$ cat config.mk
export PLATFORM = sky130hd
export DESIGN_NAME = cmos_cfg_sequencer_flat
export DESIGN_NICKNAME = d
export VERILOG_FILES = /design/src/rtl/cmos_cfg_sequencer_if.sv /design/src/rtl/cmos_cfg_sequencer.sv /design/src/flat_wrapper.sv
export SDC_FILE = /design/constraint.sdc
export NUM_CORES = 1
export LEC_CHECK = 0
export CORE_MARGIN = 8
export CORE_UTILIZATION = 45
export DETAILED_ROUTE_END_ITERATION = 10
export HOLD_SLACK_MARGIN = 0.03
export PLACE_DENSITY_LB_ADDON = 0.05
export SLEW_MARGIN = 20
export SYNTH_ARGS = -nofsm -noshare
export SYNTH_HDL_FRONTEND = slang
export SYNTH_SLANG_ARGS = --single-unit
$ cat constraint.sdc
create_clock -name clk -period 1.95 [get_ports clk]
set_input_delay 0.39 -clock clk [delete_from_list [all_inputs] [get_ports clk]]
set_output_delay 0.39 -clock clk [all_outputs]
set_load 0.005 [all_outputs]
$ cat src/rtl/cmos_cfg_sequencer_if.sv
// ---------------------------------------------------------------------------
// cmos_cfg_sequencer_if
//   Request/response bundle between the camera config sequencer and a
//   byte-level I2C master.
//   master modport (sequencer side):
//     out: i2c_req, i2c_rw, i2c_dev_addr, i2c_reg_addr, i2c_wdata
//     in : i2c_ready, i2c_done, i2c_nack, i2c_rdata
//   slave modport (I2C master side): the reverse directions.
//   A request is accepted on any cycle with i2c_req && i2c_ready; the
//   outcome arrives later as a one-cycle i2c_done with i2c_nack/i2c_rdata.
// ---------------------------------------------------------------------------
interface cmos_cfg_sequencer_if #(
  parameter int REG_ADDR_W = 16,
  parameter int DATA_W     = 8
);
  logic                  i2c_req;
  logic                  i2c_ready;
  logic                  i2c_rw;
  logic [7:0]            i2c_dev_addr;
  logic [REG_ADDR_W-1:0] i2c_reg_addr;
  logic [DATA_W-1:0]     i2c_wdata;
  logic                  i2c_done;
  logic                  i2c_nack;
  logic [DATA_W-1:0]     i2c_rdata;

  modport master (
    output i2c_req, i2c_rw, i2c_dev_addr, i2c_reg_addr, i2c_wdata,
    input  i2c_ready, i2c_done, i2c_nack, i2c_rdata
  );

  modport slave (
    input  i2c_req, i2c_rw, i2c_dev_addr, i2c_reg_addr, i2c_wdata,
    output i2c_ready, i2c_done, i2c_nack, i2c_rdata
  );
endinterface

$ cat src/rtl/cmos_cfg_sequencer.sv
// ---------------------------------------------------------------------------
// cmos_cfg_sequencer
//   Walks a register table and issues one I2C write per entry. Entries with
//   dev_addr == DELAY_DEV wait reg_data milliseconds, dev_addr == END_DEV
//   ends the walk. NACKed writes are retried up to MAX_RETRY times before
//   the walk stops with error and the failing index.
//
//   Optional build macro: CMOS_CFG_VERIFY_EN
//     Each acknowledged write is followed by a read-back of the same
//     register; a NACK or data mismatch on the read burns one retry and
//     re-issues the write. Adds the sticky verify_fail output.
//
// Ports:
//   clk, rst_n   clock, asynchronous active-low reset
//   start        one-cycle pulse, starts a walk from index 0 when idle
//   lut_index    table address (LUT is combinational)
//   lut_data     {dev_addr, reg_addr, reg_data} at lut_index
//   bus          I2C request/response bundle (master modport)
//   busy         walk in progress
//   done         sticky, table completed
//   error        sticky, retries exhausted on an entry
//   err_index    index of the failing entry
//   verify_fail  (CMOS_CFG_VERIFY_EN only) sticky, error caused by a
//                read-back data mismatch
// ---------------------------------------------------------------------------
module cmos_cfg_sequencer #(
  parameter int         LUT_DEPTH    = 256,
  parameter int         IDX_W        = 10,
  parameter int         REG_ADDR_W   = 16,
  parameter int         DATA_W       = 8,
  parameter int         TICKS_PER_MS = 50000,
  parameter int         MAX_RETRY    = 3,
  parameter logic [7:0] DELAY_DEV    = 8'hFE,
  parameter logic [7:0] END_DEV      = 8'hFF
) (
  input  logic                         clk,
  input  logic                         rst_n,
  input  logic                         start,
  output logic [IDX_W-1:0]             lut_index,
  input  logic [8+REG_ADDR_W+DATA_W-1:0] lut_data,
  cmos_cfg_sequencer_if.master         bus,
  output logic                         busy,
  output logic                         done,
  output logic                         error,
  output logic [IDX_W-1:0]             err_index
`ifdef CMOS_CFG_VERIFY_EN
  ,
  output logic                         verify_fail
`endif
);

  localparam int TICK_W  = (TICKS_PER_MS > 1) ? $clog2(TICKS_PER_MS) : 1;
  localparam int RETRY_W = (MAX_RETRY > 0) ? $clog2(MAX_RETRY + 1) : 1;
  localparam logic [IDX_W-1:0]   LAST_IDX  = IDX_W'(LUT_DEPTH - 1);
  localparam logic [TICK_W-1:0]  LAST_TICK = TICK_W'(TICKS_PER_MS - 1);
  localparam logic [RETRY_W-1:0] RETRY_MAX = RETRY_W'(MAX_RETRY);

  typedef struct packed {
    logic [7:0]            dev;
    logic [REG_ADDR_W-1:0] reg_addr;
    logic [DATA_W-1:0]     data;
  } entry_t;

  typedef enum logic [3:0] {
    S_IDLE, S_FETCH, S_DECODE, S_ISSUE, S_WAIT, S_DELAY, S_NEXT, S_FIN, S_ERR
`ifdef CMOS_CFG_VERIFY_EN
    , S_VISSUE, S_VWAIT
`endif
  } state_t;

  state_t              state_q, state_d;
  entry_t              entry_q, entry_d;
  logic [IDX_W-1:0]    idx_q, idx_d;
  logic [IDX_W-1:0]    err_idx_q, err_idx_d;
  logic [RETRY_W-1:0]  retry_q, retry_d;
  logic [DATA_W-1:0]   ms_q, ms_d;
  logic [TICK_W-1:0]   tick_q, tick_d;
  logic                req_q, req_d;
  logic                busy_q, busy_d;
  logic                done_q, done_d;
  logic                error_q, error_d;
`ifdef CMOS_CFG_VERIFY_EN
  logic                rw_q, rw_d;
  logic                vfail_q, vfail_d;
`endif

  always_comb begin
    state_d   = state_q;
    entry_d   = entry_q;
    idx_d     = idx_q;
    err_idx_d = err_idx_q;
    retry_d   = retry_q;
    ms_d      = ms_q;
    tick_d    = tick_q;
    req_d     = req_q;
    busy_d    = busy_q;
    done_d    = done_q;
    error_d   = error_q;
`ifdef CMOS_CFG_VERIFY_EN
    rw_d      = rw_q;
    vfail_d   = vfail_q;
`endif
    case (state_q)
      // start is honoured only here, so a pulse coinciding with FIN/ERR
      // (or arriving mid-walk) is dropped.
      S_IDLE: begin
        if (start) begin
          state_d   = S_FETCH;
          idx_d     = '0;
          err_idx_d = '0;
          retry_d   = '0;
          busy_d    = 1'b1;
          done_d    = 1'b0;
          error_d   = 1'b0;
`ifdef CMOS_CFG_VERIFY_EN
          vfail_d   = 1'b0;
`endif
        end
      end
      // The only cycle the LUT is sampled; the entry register then feeds
      // the bus fields so they stay stable across stalls and retries.
      S_FETCH: begin
        entry_d = lut_data;
        state_d = S_DECODE;
      end
      S_DECODE: begin
        if (entry_q.dev == END_DEV) begin
          state_d = S_FIN;
        end else if (entry_q.dev == DELAY_DEV) begin
          state_d = S_DELAY;
          ms_d    = entry_q.data;
          tick_d  = '0;
        end else begin
          state_d = S_ISSUE;
          req_d   = 1'b1;
`ifdef CMOS_CFG_VERIFY_EN
          rw_d    = 1'b0;
`endif
        end
      end
      S_ISSUE: begin
        if (bus.i2c_ready) begin
          req_d   = 1'b0;
          state_d = S_WAIT;
        end
      end
      S_WAIT: begin
        if (bus.i2c_done) begin
          if (!bus.i2c_nack) begin
`ifdef CMOS_CFG_VERIFY_EN
            state_d = S_VISSUE;
            req_d   = 1'b1;
            rw_d    = 1'b1;
`else
            state_d = S_NEXT;
            retry_d = '0;
`endif
          end else if (retry_q < RETRY_MAX) begin
            retry_d = retry_q + RETRY_W'(1);
            state_d = S_ISSUE;
            req_d   = 1'b1;
          end else begin
            state_d   = S_ERR;
            err_idx_d = idx_q;
          end
        end
      end
`ifdef CMOS_CFG_VERIFY_EN
      S_VISSUE: begin
        if (bus.i2c_ready) begin
          req_d   = 1'b0;
          state_d = S_VWAIT;
        end
      end
      // A bad read-back spends the same retry budget as a NACKed write and
      // restarts the attempt from the write.
      S_VWAIT: begin
        if (bus.i2c_done) begin
          if (!bus.i2c_nack && (bus.i2c_rdata == entry_q.data)) begin
            state_d = S_NEXT;
            retry_d = '0;
          end else if (retry_q < RETRY_MAX) begin
            retry_d = retry_q + RETRY_W'(1);
            state_d = S_ISSUE;
            req_d   = 1'b1;
            rw_d    = 1'b0;
          end else begin
            state_d   = S_ERR;
            err_idx_d = idx_q;
            vfail_d   = !bus.i2c_nack;
          end
        end
      end
`endif
      // ms_q counts whole milliseconds, tick_q the clocks inside one.
      // A zero count leaves after a single cycle.
      S_DELAY: begin
        if (ms_q == '0) begin
          state_d = S_NEXT;
        end else if (tick_q == LAST_TICK) begin
          tick_d = '0;
          ms_d   = ms_q - DATA_W'(1);
        end else begin
          tick_d = tick_q + TICK_W'(1);
        end
      end
      S_NEXT: begin
        retry_d = '0;
        if (idx_q == LAST_IDX) begin
          state_d = S_FIN;
        end else begin
          idx_d   = idx_q + IDX_W'(1);
          state_d = S_FETCH;
        end
      end
      S_FIN: begin
        done_d  = 1'b1;
        busy_d  = 1'b0;
        state_d = S_IDLE;
      end
      S_ERR: begin
        error_d = 1'b1;
        busy_d  = 1'b0;
        state_d = S_IDLE;
      end
      default: state_d = S_IDLE;
    endcase
  end

  always_ff @(posedge clk or negedge rst_n) begin
    if (!rst_n) begin
      state_q   <= S_IDLE;
      entry_q   <= '0;
      idx_q     <= '0;
      err_idx_q <= '0;
      retry_q   <= '0;
      ms_q      <= '0;
      tick_q    <= '0;
      req_q     <= 1'b0;
      busy_q    <= 1'b0;
      done_q    <= 1'b0;
      error_q   <= 1'b0;
`ifdef CMOS_CFG_VERIFY_EN
      rw_q      <= 1'b0;
      vfail_q   <= 1'b0;
`endif
    end else begin
      state_q   <= state_d;
      entry_q   <= entry_d;
      idx_q     <= idx_d;
      err_idx_q <= err_idx_d;
      retry_q   <= retry_d;
      ms_q      <= ms_d;
      tick_q    <= tick_d;
      req_q     <= req_d;
      busy_q    <= busy_d;
      done_q    <= done_d;
      error_q   <= error_d;
`ifdef CMOS_CFG_VERIFY_EN
      rw_q      <= rw_d;
      vfail_q   <= vfail_d;
`endif
    end
  end

  assign lut_index        = idx_q;
  assign busy             = busy_q;
  assign done             = done_q;
  assign error            = error_q;
  assign err_index        = err_idx_q;
  assign bus.i2c_req      = req_q;
  assign bus.i2c_dev_addr = entry_q.dev;
  assign bus.i2c_reg_addr = entry_q.reg_addr;
  assign bus.i2c_wdata    = entry_q.data;

`ifdef CMOS_CFG_VERIFY_EN
  assign bus.i2c_rw       = rw_q;
  assign verify_fail      = vfail_q;
`else
  // Write-only build: read data has no consumer.
  logic unused_rdata;
  assign bus.i2c_rw       = 1'b0;
  assign unused_rdata     = ^bus.i2c_rdata;
`endif

endmodule

$ cat src/flat_wrapper.sv
// flat-port wrapper written by rule: the top's interface ports become plain ports
module cmos_cfg_sequencer_flat 
#(
  parameter int         LUT_DEPTH    = 256,
  parameter int         IDX_W        = 10,
  parameter int         REG_ADDR_W   = 16,
  parameter int         DATA_W       = 8,
  parameter int         TICKS_PER_MS = 50000,
  parameter int         MAX_RETRY    = 3,
  parameter logic [7:0] DELAY_DEV    = 8'hFE,
  parameter logic [7:0] END_DEV      = 8'hFF
)
  (clk, rst_n, start, lut_index, lut_data, busy, done, error, err_index, bus_i2c_req, bus_i2c_rw, bus_i2c_dev_addr, bus_i2c_reg_addr, bus_i2c_wdata, bus_i2c_ready, bus_i2c_done, bus_i2c_nack, bus_i2c_rdata);
  cmos_cfg_sequencer_if #(.REG_ADDR_W(REG_ADDR_W), .DATA_W(DATA_W)) bus_i ();
  input  logic clk;
  input  logic rst_n;
  input  logic start;
  output logic [IDX_W-1:0] lut_index;
  input  logic [8+REG_ADDR_W+DATA_W-1:0] lut_data;
  output logic busy;
  output logic done;
  output logic error;
  output logic [IDX_W-1:0] err_index;
  output wire logic [$bits(bus_i.i2c_req)-1:0] bus_i2c_req;
  output wire logic [$bits(bus_i.i2c_rw)-1:0] bus_i2c_rw;
  output wire logic [$bits(bus_i.i2c_dev_addr)-1:0] bus_i2c_dev_addr;
  output wire logic [$bits(bus_i.i2c_reg_addr)-1:0] bus_i2c_reg_addr;
  output wire logic [$bits(bus_i.i2c_wdata)-1:0] bus_i2c_wdata;
  input wire logic [$bits(bus_i.i2c_ready)-1:0] bus_i2c_ready;
  input wire logic [$bits(bus_i.i2c_done)-1:0] bus_i2c_done;
  input wire logic [$bits(bus_i.i2c_nack)-1:0] bus_i2c_nack;
  input wire logic [$bits(bus_i.i2c_rdata)-1:0] bus_i2c_rdata;
  assign bus_i2c_req = bus_i.i2c_req;
  assign bus_i2c_rw = bus_i.i2c_rw;
  assign bus_i2c_dev_addr = bus_i.i2c_dev_addr;
  assign bus_i2c_reg_addr = bus_i.i2c_reg_addr;
  assign bus_i2c_wdata = bus_i.i2c_wdata;
  assign bus_i.i2c_ready = bus_i2c_ready;
  assign bus_i.i2c_done = bus_i2c_done;
  assign bus_i.i2c_nack = bus_i2c_nack;
  assign bus_i.i2c_rdata = bus_i2c_rdata;
  cmos_cfg_sequencer #(.LUT_DEPTH(LUT_DEPTH), .IDX_W(IDX_W), .REG_ADDR_W(REG_ADDR_W), .DATA_W(DATA_W), .TICKS_PER_MS(TICKS_PER_MS), .MAX_RETRY(MAX_RETRY), .DELAY_DEV(DELAY_DEV), .END_DEV(END_DEV)) u_core (.clk(clk), .rst_n(rst_n), .start(start), .lut_index(lut_index), .lut_data(lut_data), .bus(bus_i), .busy(busy), .done(done), .error(error), .err_index(err_index));
endmodule
==> key figures, run 1 <==
Status
  – Status: finished with violations
  – Failing checks: setup timing

Timing
  – Final Hold Viols: 0
  – Fin crit period: 2.03 ns
  – Fin crit share: 104%
  – Count of final setup violators: 11
  – Hold slack: 0.0120 ns
  – Worst Skew: 0.00967 ns
  – RSZ-0062 raised after global routing: yes
  – Fmax: 492 MHz
  – Setup WS post-layout: -0.0830 ns
  – Total negative slack: -0.307 ns
  – Slew Viols, Final: 0

Power and ir drop
  – Leakage: 2.59 nW
  – Maximum vdd drop: 0.861 mV
  – Pwr Density: 1270 nW/um2
  – Total power: 8.07 mW

Cells and area
  – ANT cells: 0
  – Nets@finish: 629
  – Commonest non-fill, non-tap cell in the layout: clkdlybuf4s50_1
  – Commonest non-fill, non-tap cells in the layout: 92 x clkdlybuf4s50_1, 84 x dfrtp_1, 64 x buf_4, 37 x o21ai_0, 33 x nand2_1
  – Layout cell share with drive strength beyond 1: 27.8%
  – Final instance count without filler cells: 716
  – Layout area overhead: 45.5%
  – Post-route cell area: 6370 um2
  – Layout Utilization: 66.4%

Floorplan
  – Row cnt: 36
  – Initial Util: 45.6%
  – Die area: 13100 um2
  – I/O pins: 103
  – Core Region: 9590 um2
  – Die width: 115 um
  – Die H: 115 um

Route
  – Starting DRT DRC Count: 160
  – Post-Route WL: 11.4 mm
  – DRT Pass-1 Iters: 4
  – Antenna-violating nets left: 0
  – DRC Markers: 0
  – Avg Vias per Cell: 5.40
  – WL/cell: 15.9 um
  – Vias: 3863

Synth
  – Post-synth ARST share: 100%
  – Flops & latches, synth: 86
  – Syn Nets: 476
  – Post-synthesis sequential area ratio: 49.2%
  – Cell taking the most area after synthesis: dfrtp_1
  – Post-synthesis cell area: 4380 um2
  – Post-synth top flop: dfrtp_1
  – Syn Area/Cell: 10.3 um2
  – Synth top area share: 49.2%
  – Netlist cell types: 63
  – Synth Warn #: 0
  – Synth top area cells: dfrtp_1 49%, mux2_2 8.5%, o21ai_0 4.7%, nand3_1 3.4%, nand2_1 2.8%
  – Synthesized instance count: 425
  – Number of synthesized flops with an enable pin: 0

Clocking
  – CTS tree: done
  – CTS Buf Count: 9
  – CTS Root Cell: clkbuf_8
  – # clock sinks: 86
  – Clk_lat worst skew: 0.36 ns
  – Hold_buf cts: 0
  – CTS max path bufs: 2
  – H-tree Lvls: 3
  – Clock transition at path regs: 0.09 ns

Worst setup path
  – Setup CP Type: register to register
  – Crit path arrival time: 2.26 ns
  – Element type at the critical path end: register
  – Reg2Reg Setup Slack: -0.08 ns
  – Worst R2R Start: u_core.tick_q[13]$_DFFE_PN0P_
  – Worst reg2reg path depth: 6
  – R2r endpoint: u_core.ms_q[5]$_DFFE_PN0P_
  – Worst Setup SP: u_core.tick_q[13]$_DFFE_PN0P_
  – Crit path max fanout: 5
  – Startpoint Class: register
  – Req. time, crit path: 2.17 ns

Placement
  – # port buffers: 93
  – Placed Instances: 697
  – Post-place setup slack: -0.301 ns
  – GPL Wtd Cong: 0.838
  – DP HPWL: 7.97 mm
  – Post-DP Area: 5920 um2

Global routing
  – Overflow after GRT: 0
  – First-pass GRT wire length: 19.1 mm
  – Vias in the first global route: 4107
  – Initial antenna violation count: 0
  – Largest net degree at the start of global routing: 87
  – Gr usage total: 17.9%

Min path
  – Hold crit path type: primary input to async pin

Run
  – Max-Cap Viols: 0
==> routing by layer <==
| metal | wire, um | track usage (%) | part of all wire, % | vias to the layer above |
|---|---|---|---|---|
| li1 | - | - | - | 1872 |
| met5 | 0 | 0 | 0 | - |
| met1 | 4950 | 21.6 | 44 | 1883 |
| met4 | 130 | 6.30 | 1.1 | 0 |
| met3 | 850 | 6.59 | 7.5 | 10 |
| met2 | 5440 | 28.6 | 48 | 98 |
==> sequential cells by signal (all words and copies together) (netlist names), 2 cells and up <==
name                     flops
u_core.bus.i2c_dev_addr      8
u_core.retry_q               2
u_core.tick_q               16
u_core.ms_q                  8
u_core.lut_index            10
u_core.bus.i2c_reg_addr     16
u_core.state_q               4
u_core.bus.i2c_wdata         8
u_core.err_index            10
==> power breakdown <==
group,leakage (nW),total (mW),switching [mW],internal (mW)
sequential,1.09,2.72,0.399,2.32
combinational,1.40,3.98,1.70,2.28
clock,0.0998,1.37,0.644,0.725
total,2.59,8.07,2.74,5.33
==> worst max-delay path by stage <==
stage | endpoint | slack [ns]
4_1_cts | u_core.ms_q[1]$_DFFE_PN0P_ | -0.02
5_1_grt | u_core.ms_q[5]$_DFFE_PN0P_ | -0.13
3_5_place_dp | u_core.lut_index[9]$_DFFE_PN0P_ | -0.30
2_1_floorplan | u_core.ms_q[1]$_DFFE_PN0P_ | 0.02
3_3_place_gp | u_core.lut_index[9]$_DFFE_PN0P_ | -0.26
6_report | u_core.ms_q[5]$_DFFE_PN0P_ | -0.08
==> critical path, cell delays in order (launching register included) <==
cell,delay (ns)
dfrtp_1,0.39
or4_4,0.56
nor4_4,0.30
buf_6,0.18
a21oi_4,0.09
o31ai_1,0.26
o21ai_0,0.13
==> timing repair <==
action,in CTS,in global routing
pin swaps,3,20
endpoints found under the setup margin,17,34
setup buffers,0,3
resized for setup,4,42
==> cells in the mapped netlist (3+ instances only) <==
cell       number
o21ai_0        41
ha_1            5
buf_4           4
nor4_1          3
nor2_1         19
a31oi_1         7
inv_1          19
mux2_2         33
and3_1          7
nand4bb_1       3
nor2b_1         4
and2_1          4
a21oi_1        22
nand2b_1        4
nand2_1        33
mux2i_1         4
nor3b_1         3
a21o_1          3
o31ai_1        10
or3_1           6
nand3_1        30
nand4_1         7
buf_6           3
nor3_1          7
a32oi_1         3
buf_2           6
dfrtp_1        86
clkbuf_1        8
a22o_1          3
==> kinds of logic (layout without fill, tap and decap cells) <==
family | after synthesis | after routing | share of synthesized area (%)
adders and majority gates | 5 | 5 | 1.43
other | 1 | 1 | 0.0857
xor gates and xnor gates | 1 | 1 | 0.200
DFF | 86 | 86 | 49.2
buffers and inverters | 41 | 199 | 4.55
AOI/OAI and AO/OA | 113 | 113 | 17.3
muxes | 37 | 37 | 9.41
and+or+nand+nor | 141 | 141 | 17.9
==> layout make-up <==
class                      instances  area (um2)
timing repair buffer             164        1520
multi-input combinational        298        2240
inverter                          19        71.3
fill                             775        3220
clock buffer                      11         131
sequential                        86        2150
tap                              133         166
clock inverter                     5        83.8
(Power assumes the default switching activity.)
==> run 2: changes to the inputs <==
Settings changed: SLEW_MARGIN 20 to not set.
==> results of run 2 <==
No change in the layout: final DEF, timing and power equal those of run 1.
